[config.mk]
export PLATFORM = sky130hd
export DESIGN_NAME = mem_port_arb
export DESIGN_NICKNAME = d
export VERILOG_FILES = /design/src/rtl/mem_arb_pkg.sv /design/src/rtl/arb_prio_pick.sv /design/src/rtl/mem_port_arb.sv
export SDC_FILE = /design/constraint.sdc
export NUM_CORES = 1
export LEC_CHECK = 0
export ABC_AREA = 1
export BUFFER_PORTS_ARGS = -buffer_cell sky130_fd_sc_hd__buf_4
export CAP_MARGIN = 10
export CORE_AREA = 2 2 149 151
export DETAILED_ROUTE_END_ITERATION = 12
export DIE_AREA = 0 0 151 153
export PLACE_DENSITY = 0.71
export SLEW_MARGIN = 20
export SYNTH_ARGS = -nofsm -noshare
export SYNTH_HDL_FRONTEND = slang
export SYNTH_SLANG_ARGS = --single-unit
[constraint.sdc]
create_clock -name clk -period 1.9 [get_ports clk]
set_input_delay 0.19 -clock clk [delete_from_list [all_inputs] [get_ports clk]]
set_output_delay 0.19 -clock clk [all_outputs]
set_load 0.01 [all_outputs]
[src/rtl/mem_arb_pkg.sv]
// Shared types and sizes for the four-port core-memory arbiter.
// Latency: none (declarations only).
// Backpressure: n/a. Used with or without MEM_ARB_ROUND_ROBIN_EN.
package mem_arb_pkg;

  localparam int NPORT   = 4;
  localparam int ADDR_W  = 18;
  localparam int DATA_W  = 36;
  localparam int GRANT_W = 2;

  typedef enum logic [2:0] {
    IDLE  = 3'd0,
    ACK   = 3'd1,
    RD    = 3'd2,
    RS    = 3'd3,
    WWAIT = 3'd4,
    WR    = 3'd5
  } arb_state_t;

  // Bit 0 = read part, bit 1 = write part.
  typedef enum logic [1:0] {
    CYC_NONE = 2'b00,
    CYC_RD   = 2'b01,
    CYC_WR   = 2'b10,
    CYC_RW   = 2'b11
  } cyc_t;

  // Per-cycle header captured at grant time.
  typedef struct packed {
    logic [ADDR_W-1:0] addr;
    cyc_t              typ;
  } cyc_hdr_t;

  function automatic cyc_t cyc_encode(input logic rd, input logic wr);
    return cyc_t'({wr, rd});
  endfunction

  function automatic logic cyc_has_rd(input cyc_t c);
    return (c == CYC_RD) || (c == CYC_RW);
  endfunction

endpackage

[src/rtl/arb_prio_pick.sv]
// Combinational NPORT-way picker: first eligible port at or after start.
// Latency: zero cycles (pure combinational).
// Backpressure: none; caller decides when the result is consumed.
module arb_prio_pick
  import mem_arb_pkg::*;
(
  input  logic [NPORT-1:0]   elig,
  input  logic [GRANT_W-1:0] start,
  output logic               vld,
  output logic [GRANT_W-1:0] idx
);

  logic [GRANT_W-1:0] pos;

  // Scan offsets from farthest to nearest so the nearest eligible port wins;
  // the GRANT_W-bit add wraps modulo NPORT because NPORT is a power of two.
  always_comb begin
    vld = 1'b0;
    idx = '0;
    pos = '0;
    for (int i = NPORT - 1; i >= 0; i--) begin
      pos = start + GRANT_W'(i);
      if (elig[pos]) begin
        vld = 1'b1;
        idx = pos;
      end
    end
  end

endmodule

[src/rtl/mem_port_arb.sv]
// Four-port arbiter/sequencer for one core array; runs read, write or read-pause-write cycles.
// Latency: addr_ack 1 cycle after grant, core_rd 2, rd_rs 3+L, restore core_wr 4+L (L = core latency).
// Backpressure: one cycle at a time; other ports wait in IDLE. MEM_ARB_ROUND_ROBIN_EN selects rotating priority.
module mem_port_arb
  import mem_arb_pkg::*;
(
  input  logic                          clk,
  input  logic                          reset,
  input  logic [NPORT-1:0]              sel_en,
  input  logic [NPORT-1:0]              rq_cyc,
  input  logic [NPORT-1:0]              rd_rq,
  input  logic [NPORT-1:0]              wr_rq,
  input  logic [NPORT-1:0][ADDR_W-1:0]  ma,
  input  logic [NPORT-1:0]              wr_rs,
  input  logic [NPORT-1:0][DATA_W-1:0]  mb_in,
  output logic [NPORT-1:0]              addr_ack,
  output logic [NPORT-1:0]              rd_rs,
  output logic [DATA_W-1:0]             mb_out,
  output logic                          busy,
  output logic [GRANT_W-1:0]            grant,
  output logic                          core_rd,
  output logic                          core_wr,
  output logic [ADDR_W-1:0]             core_addr,
  output logic [DATA_W-1:0]             core_wdata,
  input  logic [DATA_W-1:0]             core_rdata,
  input  logic                          core_done
);

  arb_state_t         state;
  arb_state_t         state_nxt;
  cyc_hdr_t           cyc_q;
  logic [DATA_W-1:0]  wb_q;
  logic               first_q;
  logic [NPORT-1:0]   elig;
  logic [GRANT_W-1:0] pick_start;
  logic               pick_vld;
  logic [GRANT_W-1:0] pick_idx;

  assign elig      = rq_cyc & sel_en & (rd_rq | wr_rq);
  assign busy      = (state != IDLE);
  assign core_addr = cyc_q.addr;

`ifdef MEM_ARB_ROUND_ROBIN_EN
  logic [GRANT_W-1:0] last_grant;

  // Remember the previous winner; reset value makes port 0 win first.
  always_ff @(posedge clk or negedge reset) begin
    if (!reset) begin
      last_grant <= GRANT_W'(NPORT - 1);
    end else if ((state == IDLE) && pick_vld) begin
      last_grant <= pick_idx;
    end
  end

  assign pick_start = last_grant + GRANT_W'(1);
`else
  assign pick_start = '0;
`endif

  arb_prio_pick u_pick (
    .elig  (elig),
    .start (pick_start),
    .vld   (pick_vld),
    .idx   (pick_idx)
  );

  // State register plus a flag marking the first cycle spent in a state.
  always_ff @(posedge clk or negedge reset) begin
    if (!reset) begin
      state   <= IDLE;
      first_q <= 1'b0;
    end else begin
      state   <= state_nxt;
      first_q <= (state_nxt != state);
    end
  end

  // Next-state and per-state output decode; strobes only in a state's first cycle.
  always_comb begin
    state_nxt = state;
    addr_ack  = '0;
    rd_rs     = '0;
    core_rd   = 1'b0;
    core_wr   = 1'b0;
    case (state)
      IDLE: begin
        if (pick_vld) state_nxt = ACK;
      end
      ACK: begin
        addr_ack[grant] = 1'b1;
        state_nxt = cyc_has_rd(cyc_q.typ) ? RD : WWAIT;
      end
      RD: begin
        core_rd = first_q;
        if (core_done) state_nxt = RS;
      end
      RS: begin
        rd_rs[grant] = 1'b1;
        state_nxt = (cyc_q.typ == CYC_RD) ? WR : WWAIT;
      end
      WWAIT: begin
        if (wr_rs[grant] || !rq_cyc[grant]) state_nxt = WR;
      end
      WR: begin
        core_wr = first_q;
        if (core_done) state_nxt = IDLE;
      end
      default: state_nxt = IDLE;
    endcase
  end

  // Cycle datapath: latch the winner in IDLE, capture read data, choose write data.
  always_ff @(posedge clk or negedge reset) begin
    if (!reset) begin
      grant      <= '0;
      cyc_q      <= '0;
      wb_q       <= '0;
      mb_out     <= '0;
      core_wdata <= '0;
    end else begin
      case (state)
        IDLE: begin
          if (pick_vld) begin
            grant      <= pick_idx;
            cyc_q.addr <= ma[pick_idx];
            cyc_q.typ  <= cyc_encode(rd_rq[pick_idx], wr_rq[pick_idx]);
            // Write-only cycles that are abandoned restore zero.
            wb_q       <= '0;
          end
        end
        RD: begin
          if (core_done) begin
            mb_out <= core_rdata;
            wb_q   <= core_rdata;
          end
        end
        RS: begin
          // Core reads are destructive: a read-only cycle writes the word back.
          if (cyc_q.typ == CYC_RD) core_wdata <= wb_q;
        end
        WWAIT: begin
          if (wr_rs[grant]) begin
            core_wdata <= mb_in[grant];
          end else if (!rq_cyc[grant]) begin
            core_wdata <= wb_q;
          end
        end
        default: ;
      endcase
    end
  end

endmodule

==> summary.txt, run 1 <==
Clock network
  – TritonCTS buffer count: 17
  – Clock transition at the registers of the reported paths: around 0.060 ns
  – Total clock sinks: around 130
  – Root buffer cell: clkbuf_16
  – Worst skew pair latency: around 0.41 ns
  – CTS tree: done
  – Clock H-tree levels: 4
  – CTS Buffer Depth: 2

Cells and area
  – Fin util: approximately 55%
  – Register area: between 3000 and 4000 um2
  – Fillers: between 2000 and 2500
  – Design area: 11700 um2
  – Synthesis-to-finish area growth: 50.3%
  – Area of the multi-input gates: 3460 um2
  – Nets@finish: between 1500 and 2000
  – Layout cell share with drive strength beyond 1: 34.7%

Power
  – Internal: just under 0.01 W
  – Clock Power Share: ~22%
  – Comb pwr share: ~47%
  – Peak VDD IR: between 400 and 500 uV
  – Sw Ratio: around two fifths
  – NetSw: around 0.0065 W
  – Flop pwr share: a little under a third
  – Lkg Pwr: 6.59 nW
  – P per Cell Area: around 1400 nW/um2

STA
  – Final worst-path cycle share: 93.3%
  – Relative slew slack: around 68%
  – Fin. Hold Viols: 0
  – Worst-Margin Slew: approximately 0.48 ns
  – RSZ-0062 raised after global routing: no
  – Max Freq: between 0.5 and 0.6 GHz
  – Tmin final: 1.77 ns
  – Final Max Tran Viols: 0
  – Fin worst setup slack: around 0.13 ns
  – Clk_skew: 0.00819 ns
  – Final setup fails: 0

Critical path
  – Max incr delay on CP: approximately 0.42 ns
  – WP data required: 2.19 ns
  – Slowest CP cell: dfrtp_1
  – CP Cell Sequence: inv_2 > nand2_1 > nor2_2 > inv_1 > nor2_4 > buf_12 > nand3_1 > nand3_1 > nand2_1
  – CP Capture Type: register
  – Crit path kind: register to register
  – Crit path launch type: register
  – Worst path arrival time: between 2 and 2.5 ns
  – Worst-path fanout max: 26

GRT
  – Pin count of the biggest net entering global routing: 85
  – Global route total overflow: 0
  – First-pass GRT wire length: approximately 42 mm
  – Vias in the first global route: ~8000
  – Number of antenna violations at the first check in global routing: 1
  – All-Layer GR Usage: around a quarter

Min path
  – Hold Crit Class: input port to register

Placed design
  – Placer Congestion: just over 0.8
  – DP Worst Slack: -0.00632 ns
  – Hpwl dp: roughly 21 mm
  – Placed cell area: between 10000 and 15000 um2
  – Port bufs: around 380

Drt
  – WL/cell: ~16 um
  – Antenna-violating nets left: 0
  – Initial DRC Count: between 400 and 500
  – Post-Route WL: 28.2 mm
  – # DRC: 0
  – Drt first pass iters: 5
  – Avg Vias per Cell: slightly below 5
  – Routed vias: a little over 8000

Synthesis
  – Top_reg_cell synth: dfrtp_1
  – Synthesized flop and latch total: 134
  – Top cells by count, synth: 366 x nand2_1, 160 x nand3_1, 134 x dfrtp_1, 126 x inv_1, 52 x a22oi_1
  – Number of synthesized flops with an enable pin: 0
  – Synth Cell Area: roughly 7800 um2
  – Post-synthesis sequential area ratio: 42.9%
  – Leading area contributor after synthesis: dfrtp_1
  – Syn. warnings: 0
  – Asr flop ratio synth: 100%
  – Synthesized area per cell: 7.39 um2
  – Distinct cells, synth: 29
  – Top cells by area, synth: dfrtp_1 43%, nand2_1 18%, nand3_1 10%, inv_1 6.1%, a22oi_1 5.0%
  – Post-Synthesis Cells: between 1000 and 1500
  – Top cell type's share of synthesized area: approximately 43%
  – Cell with the most instances after synthesis: nand2_1
  – Syn Nets: around 1300

Die
  – Initial Util: 36.4%
  – Core area: approximately 21000 um2
  – Cell row count: 54
  – Num ports: around 380
  – Die height: approximately 150 um
  – Die Wd: 151 um
  – Die area: ~23000 um2

Job
  – Max_cap viols: 0

Outcome
  – Outcome: completed
worst paths after layout:
kind | from | end | slack, ns | cells after the start
max | state[0] | core_wdata[2] | 0.13 | 9
min | core_rdata[7] | mb_out[7] | 0.02 | 3
max reg2reg | state[0] | core_wdata[2] | 0.13 | 9
min reg2reg | cyc_q[1] | cyc_q[1] | 0.48 | 2
max in group asynchronous | reset | core_wdata[15] | 1.12 | 3
min in group asynchronous | reset | mb_out[32] | 0.34 | 3
timing repair:
item | in CTS | in global routing
resized for setup | 1 | 6
setup endpoints to repair | 2 | 31
buffers inserted | 0 | 2
cloned | 0 | 1
pin swaps | 0 | 2
endpoints found under the hold margin | 157 | 0
hold buffers | 19 | 0
through the flow:
stage	total power, W	setup TNS [ns]	hold WS, ns	std cells
5_1_grt	0.0175	0	0.0113	1717
6_report	0.0164	0	0.0170	1717
3_5_place_dp	0.0126	-0.00632	0.191	1662
2_1_floorplan	0.00925	0	-0.106	1057
3_3_place_gp	0.0124	0	0.191	1662
4_1_cts	0.0163	0	0.00503	1713
cell type report:
type / instances / area share [%]
Antenna cell: 1 / 0.0213
Clock buffer: 18 / 3.65
Clock inverter: 14 / 1.90
Inverter: 131 / 4.19
Multi-Input combinational cell: 709 / 29.5
Sequential cell: 134 / 28.6
Tap cell: 280 / 2.98
Timing Repair Buffer: 430 / 29.2
power groups by stage:
stage | Combinational [W] | Sequential, W | Clock, W
3_3_place_gp | 0.00737 | 0.00502 | 0
6_report | 0.00768 | 0.00503 | 0.00364
2_1_floorplan | 0.00408 | 0.00517 | 0
3_5_place_dp | 0.00751 | 0.00504 | 0
4_1_cts | 0.00758 | 0.00502 | 0.00371
5_1_grt | 0.00844 | 0.00518 | 0.00385
layout by cell type, fill, tap and decap left out, drive strengths merged, types with 4 or more instances in the layout:
cell,Yosys,final
nor2,23,23
nand3,191,191
o22ai,4,4
bufinv,0,5
dfrtp,134,134
buf,64,410
clkbuf,19,19
a22oi,52,52
a21oi,13,13
o21ai,47,47
dlygate4sd3,0,19
nand2,374,374
inv,130,133
clkinv,1,5
metal layers:
metal	wire (um)	vias to the layer above	global-route usage, %
met2	13800	345	39.8
met3	2180	41	4.66
li1	-	4094	-
met1	11500	3835	29.6
met5	0	-	0
met4	683	0	8.77
kinds of logic after synthesis:
| logic type | after synthesis | share of synthesized area (%) |
|---|---|---|
| and+or+nand+nor | 593 | 34.4 |
| DFF | 134 | 42.9 |
| AOI/OAI and AO/OA | 116 | 9.45 |
| buffers and inverters | 214 | 13.2 |
critical path: cells and delay by family (launching register included):
family / cells / cell delay (ns)
AND/OR/NAND/NOR: 6 / 0.78
buffers and inverters: 3 / 0.44
flip-flops: 1 / 0.42
flip-flops by register name, summed over array words and instances, names as in the netlist:
name and count:
cyc_q 2, grant 2, wb_q 36, state 3, core_wdata 36, core_addr 18
first_q 1, mb_out 36
No activity file was read; power rests on OpenSTA's default activity.
==> run 2, diff against run 1 <==
--- a/config.mk
+++ b/config.mk
@@ -8,11 +8,13 @@
 export ABC_AREA = 1
 export BUFFER_PORTS_ARGS = -buffer_cell sky130_fd_sc_hd__buf_4
 export CAP_MARGIN = 10
-export CORE_AREA = 2 2 149 151
+export CORE_AREA = 2 2 146 148
+export CTS_CLUSTER_DIAMETER = 150
 export DETAILED_ROUTE_END_ITERATION = 12
-export DIE_AREA = 0 0 151 153
-export PLACE_DENSITY = 0.71
+export DIE_AREA = 0 0 148 150
+export PLACE_DENSITY = 0.75
 export SLEW_MARGIN = 20
 export SYNTH_ARGS = -nofsm -noshare
 export SYNTH_HDL_FRONTEND = slang
+export SYNTH_HIERARCHICAL = 1
 export SYNTH_SLANG_ARGS = --single-unit
==> run 2 against run 1 <==
Net effect:
- wire length increased by 9.7%
- non-clock buffer count increased by 11
- total power decreased by 0.48%
- synthesized cell count increased by 18%
- core utilization increased by 3.3 points
- critical path depth decreased by 4
- die area decreased by 3.9%
- setup slack got worse by 0.028 ns
- area after synthesis increased by 4.3%
- combinational power increased by 6.1%
- global-route usage increased by 3.9 points
- first-iteration DRC count increased by 68%
==> summary.txt, run 2 <==
Outcome
  – Outcome: completed

Critical path
  – Worst-path fanout max: 7
  – Max incr delay on CP: 0.48 ns
  – CP Capture Type: output port
  – Reg2reg end: core_wdata[17]
  – CP Cell Sequence: inv_1 > nor2_1 > nand2_1 > nor2_1 > buf_4
  – Worst path arrival time: approximately 1.6 ns
  – Crit path kind: register to output port
  – Critical R2R Launch: grant[0]
  – R2R cell count: 10
  – Crit path launch type: register
  – Worst R2R Setup Slack: 0.16 ns
  – Slowest CP cell: dfrtp_1
  – CP top delay family: flip-flops
  – CP Buf/Inv Count: 2
  – CP most frequent cell: nor2_1
  – WP data required: between 1.5 and 2 ns

Drt
  – Initial DRC Count: just over 700
  – WL/cell: around 16 um
  – Antenna-violating nets left: 0
  – Routed vias: about 9500
  – # DRC: 0
  – Drt first pass iters: 7
  – Avg Vias per Cell: between 4 and 5
  – Post-Route WL: 30.9 mm

GRT
  – GR Util met3: under 10%
  – Met1 Use GR: 34.8%
  – Vias in the first global route: 8949
  – All-Layer GR Usage: a little over a quarter
  – Global route total overflow: 0
  – GRT Max-Usage Layer: met2
  – First-pass GRT wire length: about 48 mm
  – Number of antenna violations at the first check in global routing: 0
  – Met2 Use GR: a little under half
  – Pin count of the biggest net entering global routing: between 50 and 60

Cells and area
  – Layout cell share with drive strength beyond 1: between 20% and 30%
  – Most frequent cells in the layout: 705 x nand2_1, 408 x buf_4, 131 x dfrtp_1, 79 x nand3_1, 57 x o21ai_0
  – Synthesis-to-finish area growth: 47.2%
  – Fin util: roughly three fifths
  – Regs by FF count: core_wdata x36, mb_out x36, wb_q x36
  – Antenna diodes: 0
  – Commonest non-fill, non-tap cell in the layout: nand2_1
  – Fillers: slightly below 2000
  – Nets@finish: between 1500 and 2000

Synthesis
  – Syn. warnings: 6
  – Number of synthesized flops with an enable pin: 0
  – Asr flop ratio synth: 100%
  – Distinct cells, synth: 30
  – Top cell type's share of synthesized area: between 40% and 50%
  – Leading area contributor after synthesis: dfrtp_1
  – Top cells by area, synth: dfrtp_1 41%, nand2_1 33%, nand3_1 5.0%, o21ai_0 3.5%, nand4_1 2.8%
  – Top cells by count, synth: 707 x nand2_1, 134 x dfrtp_1, 81 x nand3_1, 57 x o21ai_0, 55 x nor2_1
  – Synthesized flop and latch total: 134
  – Post-Synthesis Cells: 1247
  – Cell with the most instances after synthesis: nand2_1
  – Synth Cell Area: roughly 8200 um2
  – Post-synthesis sequential area ratio: between 40% and 50%
  – Top_reg_cell synth: dfrtp_1
  – Synthesized area per cell: between 6 and 7 um2

STA
  – Tmin final: approximately 1.8 ns
  – Clk_skew: around 0.010 ns
  – RSZ-0062 raised after global routing: no
  – Max Freq: approximately 0.56 GHz
  – Final worst-path cycle share: between 90 and 100%
  – Fin. Hold Viols: 0
  – Final setup fails: 0
  – Final Max Tran Viols: 0

Clock network
  – Clock transition at the registers of the reported paths: 0.06 ns
  – Root buffer cell: clkbuf_16
  – CTS Buffer Depth: 2
  – Total clock sinks: between 100 and 150
  – Clock H-tree levels: 4
  – TritonCTS buffer count: 17
  – CTS tree: done
  – Worst skew pair latency: around 0.42 ns

Min path
  – Hold_sp: core_rdata[11]
  – Hold path cells: 3
  – Hold Crit Class: input port to register
  – Hold Crit Endpoint: mb_out[11]

Die
  – Num ports: roughly 380
  – Die Wd: 148 um
  – Die area: 22200 um2
  – Initial Util: around 39%
  – Die height: about 150 um
  – Core area: just over 20000 um2
  – Cell row count: 53

Placed design
  – Placer Congestion: roughly 0.91
  – Port bufs: ~380
  – Hpwl dp: around 23 mm

Job
  – Max_cap viols: 0

Power
  – P per Cell Area: ~1400 nW/um2
  – Lkg Pwr: about 7.0 nW
  – Peak VDD IR: 725 uV
  – Total power: 0.0163 W
## run 2: cell types whose count changed after synthesis, sizes merged, moves of 6 or more
cell	before	now
a21oi	13	4
o21ai	47	61
nand3	191	83
inv	130	29
nand2	374	712
clkbuf	19	25
a22oi	52	0
nand4	2	37
buf	64	78
o22ai	4	19
nor2	23	55
## run 2: area by class of cell
type	instances	area, um2	share of cell area [%]
flip-flops and latches	134	3360	28.0
clock inverters	13	150	1.25
well taps	275	344	2.87
multi-input cells	986	4130	34.4
clock buffers	18	429	3.58
inverters	30	116	0.969
repair buffers	441	3480	29.0
## run 2: through the flow
stage               hold slack [ns]  instances  TNS [ns]  area, um2  worst slack [ns]
floorplan                    -0.106       1253         0       8170             0.123
global placement              0.146       1844         0      11200            0.0113
detailed placement            0.144       1844    -0.155      11200           -0.0372
CTS                         0.00259       1897         0      12000          0.000345
global route                 0.0136       1897         0      12000            0.0101
finish                       0.0121       1897         0      12000            0.0987
## run 2: worst max path at each step
stage,from,endpoint,slack (ns),cells after the start
floorplan,wr_rq[1],core_addr[10],0.12,16
global placement,grant[0],core_wdata[16],0.01,11
detailed placement,wr_rq[1],core_addr[7],-0.04,15
CTS,state[0],addr_ack[1],0.0003,5
global route,state[1],core_rd,0.01,5
finish,state[1],core_rd,0.1,5
## run 2: repair_timing
action                                  CTS  global route
endpoints found under the setup margin    1            20
hold buffers                             22             0
pin swaps                                 0             0
gates resized for setup                   1             5
buffers inserted                          0             0
endpoints found under the hold margin    78             0
## run 2: tightest hold or removal path, cell delays in order
cell     delay (ns)
buf_4          0.07
nand2_1        0.07
nand2_1        0.06
## run 2: logic make-up (layout without fill, tap and decap cells)
family / count (synthesis) / after routing / share of synthesized area [%]
AND/OR/NAND/NOR: 891 / 891 / 44.1
flip-flops: 134 / 134 / 41.1
buffers and inverters: 133 / 502 / 8.81
AO/OA/AOI/OAI: 88 / 88 / 5.96
other: 1 / 7 / 0.0460
## run 2: per-layer routing
metal / wire [um] / vias to the layer above
li1: - / 4635
met1: 12500 / 4351
met2: 15200 / 419
met3: 2390 / 52
met4: 832 / 0
met5: 0 / -
## run 2: power breakdown
part           leakage (nW)  internal, W  switching [W]  total (W)
clock network         0.271      0.00194        0.00136    0.00330
logic                  5.00      0.00329        0.00486    0.00815
registers              1.77      0.00405       0.000777    0.00483
==> run 3, diff against run 2 <==
==> constraint.sdc (replaced) <==
create_clock -name clk -period 1.7 [get_ports clk]
set_input_delay 0.17 -clock clk [delete_from_list [all_inputs] [get_ports clk]]
set_output_delay 0.17 -clock clk [all_outputs]
set_load 0.01 [all_outputs]
==> run 3 against run 2 <==
Net effect:
- clock power is 9.4% higher
- the flow now finishes with violations (setup timing)
- largest cell class unchanged
- hold slack better by 0.022 ns
- wire length is 2.2% higher
- total power is 17% higher
==> summary.txt, run 3 (synthesis gave the netlist of run 2 again) <==
Cells and area
  – Layout cell share with drive strength beyond 1: 30.8%
  – Fillers: between 1500 and 2000
  – Fin util: between 60% and 70%
  – Antenna diodes: 0
  – Commonest non-fill, non-tap cell in the layout: nand2_1
  – Regs by FF count: core_wdata x36, mb_out x36, wb_q x36
  – Synthesis-to-finish area growth: 53.7%
  – Most frequent cells in the layout: 703 x nand2_1, 420 x buf_4, 129 x dfrtp_1, 79 x nand3_1, 57 x o21ai_0
  – Nets@finish: 1921

Power
  – Peak VDD IR: 790 uV
  – Lkg Pwr: around 7.3 nW
  – Internal: about 0.011 W
  – Comb pwr share: between 50% and 60%
  – Total power: 0.0190 W
  – NetSw: between 0.008 and 0.009 W
  – P per Cell Area: 1520 nW/um2
  – Flop pwr share: between 20 and 30%
  – Clock Power Share: 19.0%
  – Sw Ratio: approximately 43%

Placed design
  – Port bufs: ~380
  – Hpwl dp: about 23 mm
  – Placer Congestion: 0.992

Critical path
  – Crit path kind: register to output port
  – CP Capture Type: output port
  – Crit path launch type: register
  – CP Cell Sequence: clkinvlp_4 > buf_12 > nor4_4 > buf_4
  – Worst path arrival time: 1.57 ns
  – Worst-path fanout max: 4
  – Max incr delay on CP: just over 0.4 ns
  – CP Buf/Inv Count: 3
  – Slowest CP cell: dfrtp_2
  – CP top delay family: buffers and inverters
  – WP data required: about 1.5 ns

STA
  – Fin. Hold Viols: 0
  – RSZ-0062 raised after global routing: yes
  – Tmin final: ~1.7 ns
  – Clk_skew: about 0.013 ns
  – Final worst-path cycle share: 102%
  – Final Max Tran Viols: 0
  – Max Freq: between 0.5 and 0.6 GHz
  – Final setup fails: 1
  – Fin worst setup slack: -0.0391 ns

Drt
  – Avg Vias per Cell: ~5.0
  – # DRC: 0
  – Initial DRC Count: around 620
  – Antenna-violating nets left: 0
  – Drt first pass iters: 5
  – Post-Route WL: 31.6 mm
  – WL/cell: 16.3 um
  – Routed vias: roughly 9700

Die
  – Initial Util: 39.4%
  – Die area: around 22000 um2
  – Core area: slightly above 20000 um2
  – Die Wd: approximately 150 um
  – Num ports: 378
  – Die height: roughly 150 um
  – Cell row count: 53

Clock network
  – Root buffer cell: clkbuf_16
  – CTS Buffer Depth: 2
  – TritonCTS buffer count: 17
  – Worst skew pair latency: 0.42 ns
  – Total clock sinks: around 130
  – Clock transition at the registers of the reported paths: approximately 0.060 ns
  – Clock H-tree levels: 4
  – CTS tree: done

GRT
  – First-pass GRT wire length: 47.6 mm
  – Met2 Use GR: 47.4%
  – Vias in the first global route: around 9000
  – Number of antenna violations at the first check in global routing: 0
  – Global route total overflow: 0
  – Met1 Use GR: roughly a third
  – Pin count of the biggest net entering global routing: 47
  – GR Util met3: under 10%
  – All-Layer GR Usage: a little over a quarter
  – GRT Max-Usage Layer: met2

Min path
  – Hold Crit Class: input port to register

Outcome
  – Failing checks: setup timing
  – Outcome: finished, violations left

Job
  – Max_cap viols: 0
run 3: layout make-up:
class | instances | area [um2] | share of cell area, %
Clock buffer | 19 | 433 | 3.46
Multi-Input combinational cell | 986 | 4170 | 33.3
Sequential cell | 134 | 3360 | 26.8
Tap cell | 275 | 344 | 2.75
Timing Repair Buffer | 477 | 3960 | 31.6
Clock inverter | 13 | 139 | 1.11
Inverter | 30 | 125 | 0.999
run 3: per-layer routing:
layer,wire length (um),vias up
met4,883,0
met5,0,-
met3,2270,64
li1,-,4711
met2,15800,408
met1,12700,4538
run 3: tightest hold or removal path, cell delays in order:
cell	delay (ns)
buf_4	0.08
nand2_1	0.09
nand2_1	0.08
run 3: per-stage QoR:
step	setup TNS (ns)	hold WS, ns	cells	cell area [um2]	setup WS [ns]
after floorplan	0	-0.126	1253	8180	0.00588
after CTS	0	0.0119	1921	12300	0.0110
after detailed placement	-3.39	0.127	1854	11300	-0.201
final	-0.0391	0.0342	1934	12500	-0.0391
after global placement	-3.40	0.125	1854	11300	-0.127
after global routing	-0.355	0.0255	1934	12500	-0.103
run 3: path summary, 6_finish.rpt:
check	from	to	slack, ns	depth (start not counted)
setup reg to reg	state[0]	core_wdata[18]	0.05	8
hold reg to reg	mb_out[11]	mb_out[11]	0.48	2
min in group asynchronous	reset	mb_out[31]	0.23	2
max in group asynchronous	reset	core_wdata[19]	0.86	3
hold / removal	core_rdata[19]	mb_out[19]	0.03	3
setup / recovery	state[0]	core_wr	-0.04	4
run 3: what timing repair did:
item	CTS	global route
pin swaps	0	4
hold endpoints to repair	95	0
hold buffers	29	0
endpoints found under the setup margin	10	47
cloned	1	2
resized for setup	10	24
setup buffers	5	11
run 3: power by group through the flow:
stage | combinational, W | sequential [W] | clock (W)
5_1_grt | 0.0109 | 0.00555 | 0.00379
6_report | 0.00999 | 0.00541 | 0.00361
3_5_place_dp | 0.00915 | 0.00541 | 0
2_1_floorplan | 0.00498 | 0.00558 | 0
4_1_cts | 0.00950 | 0.00539 | 0.00366
3_3_place_gp | 0.00899 | 0.00539 | 0
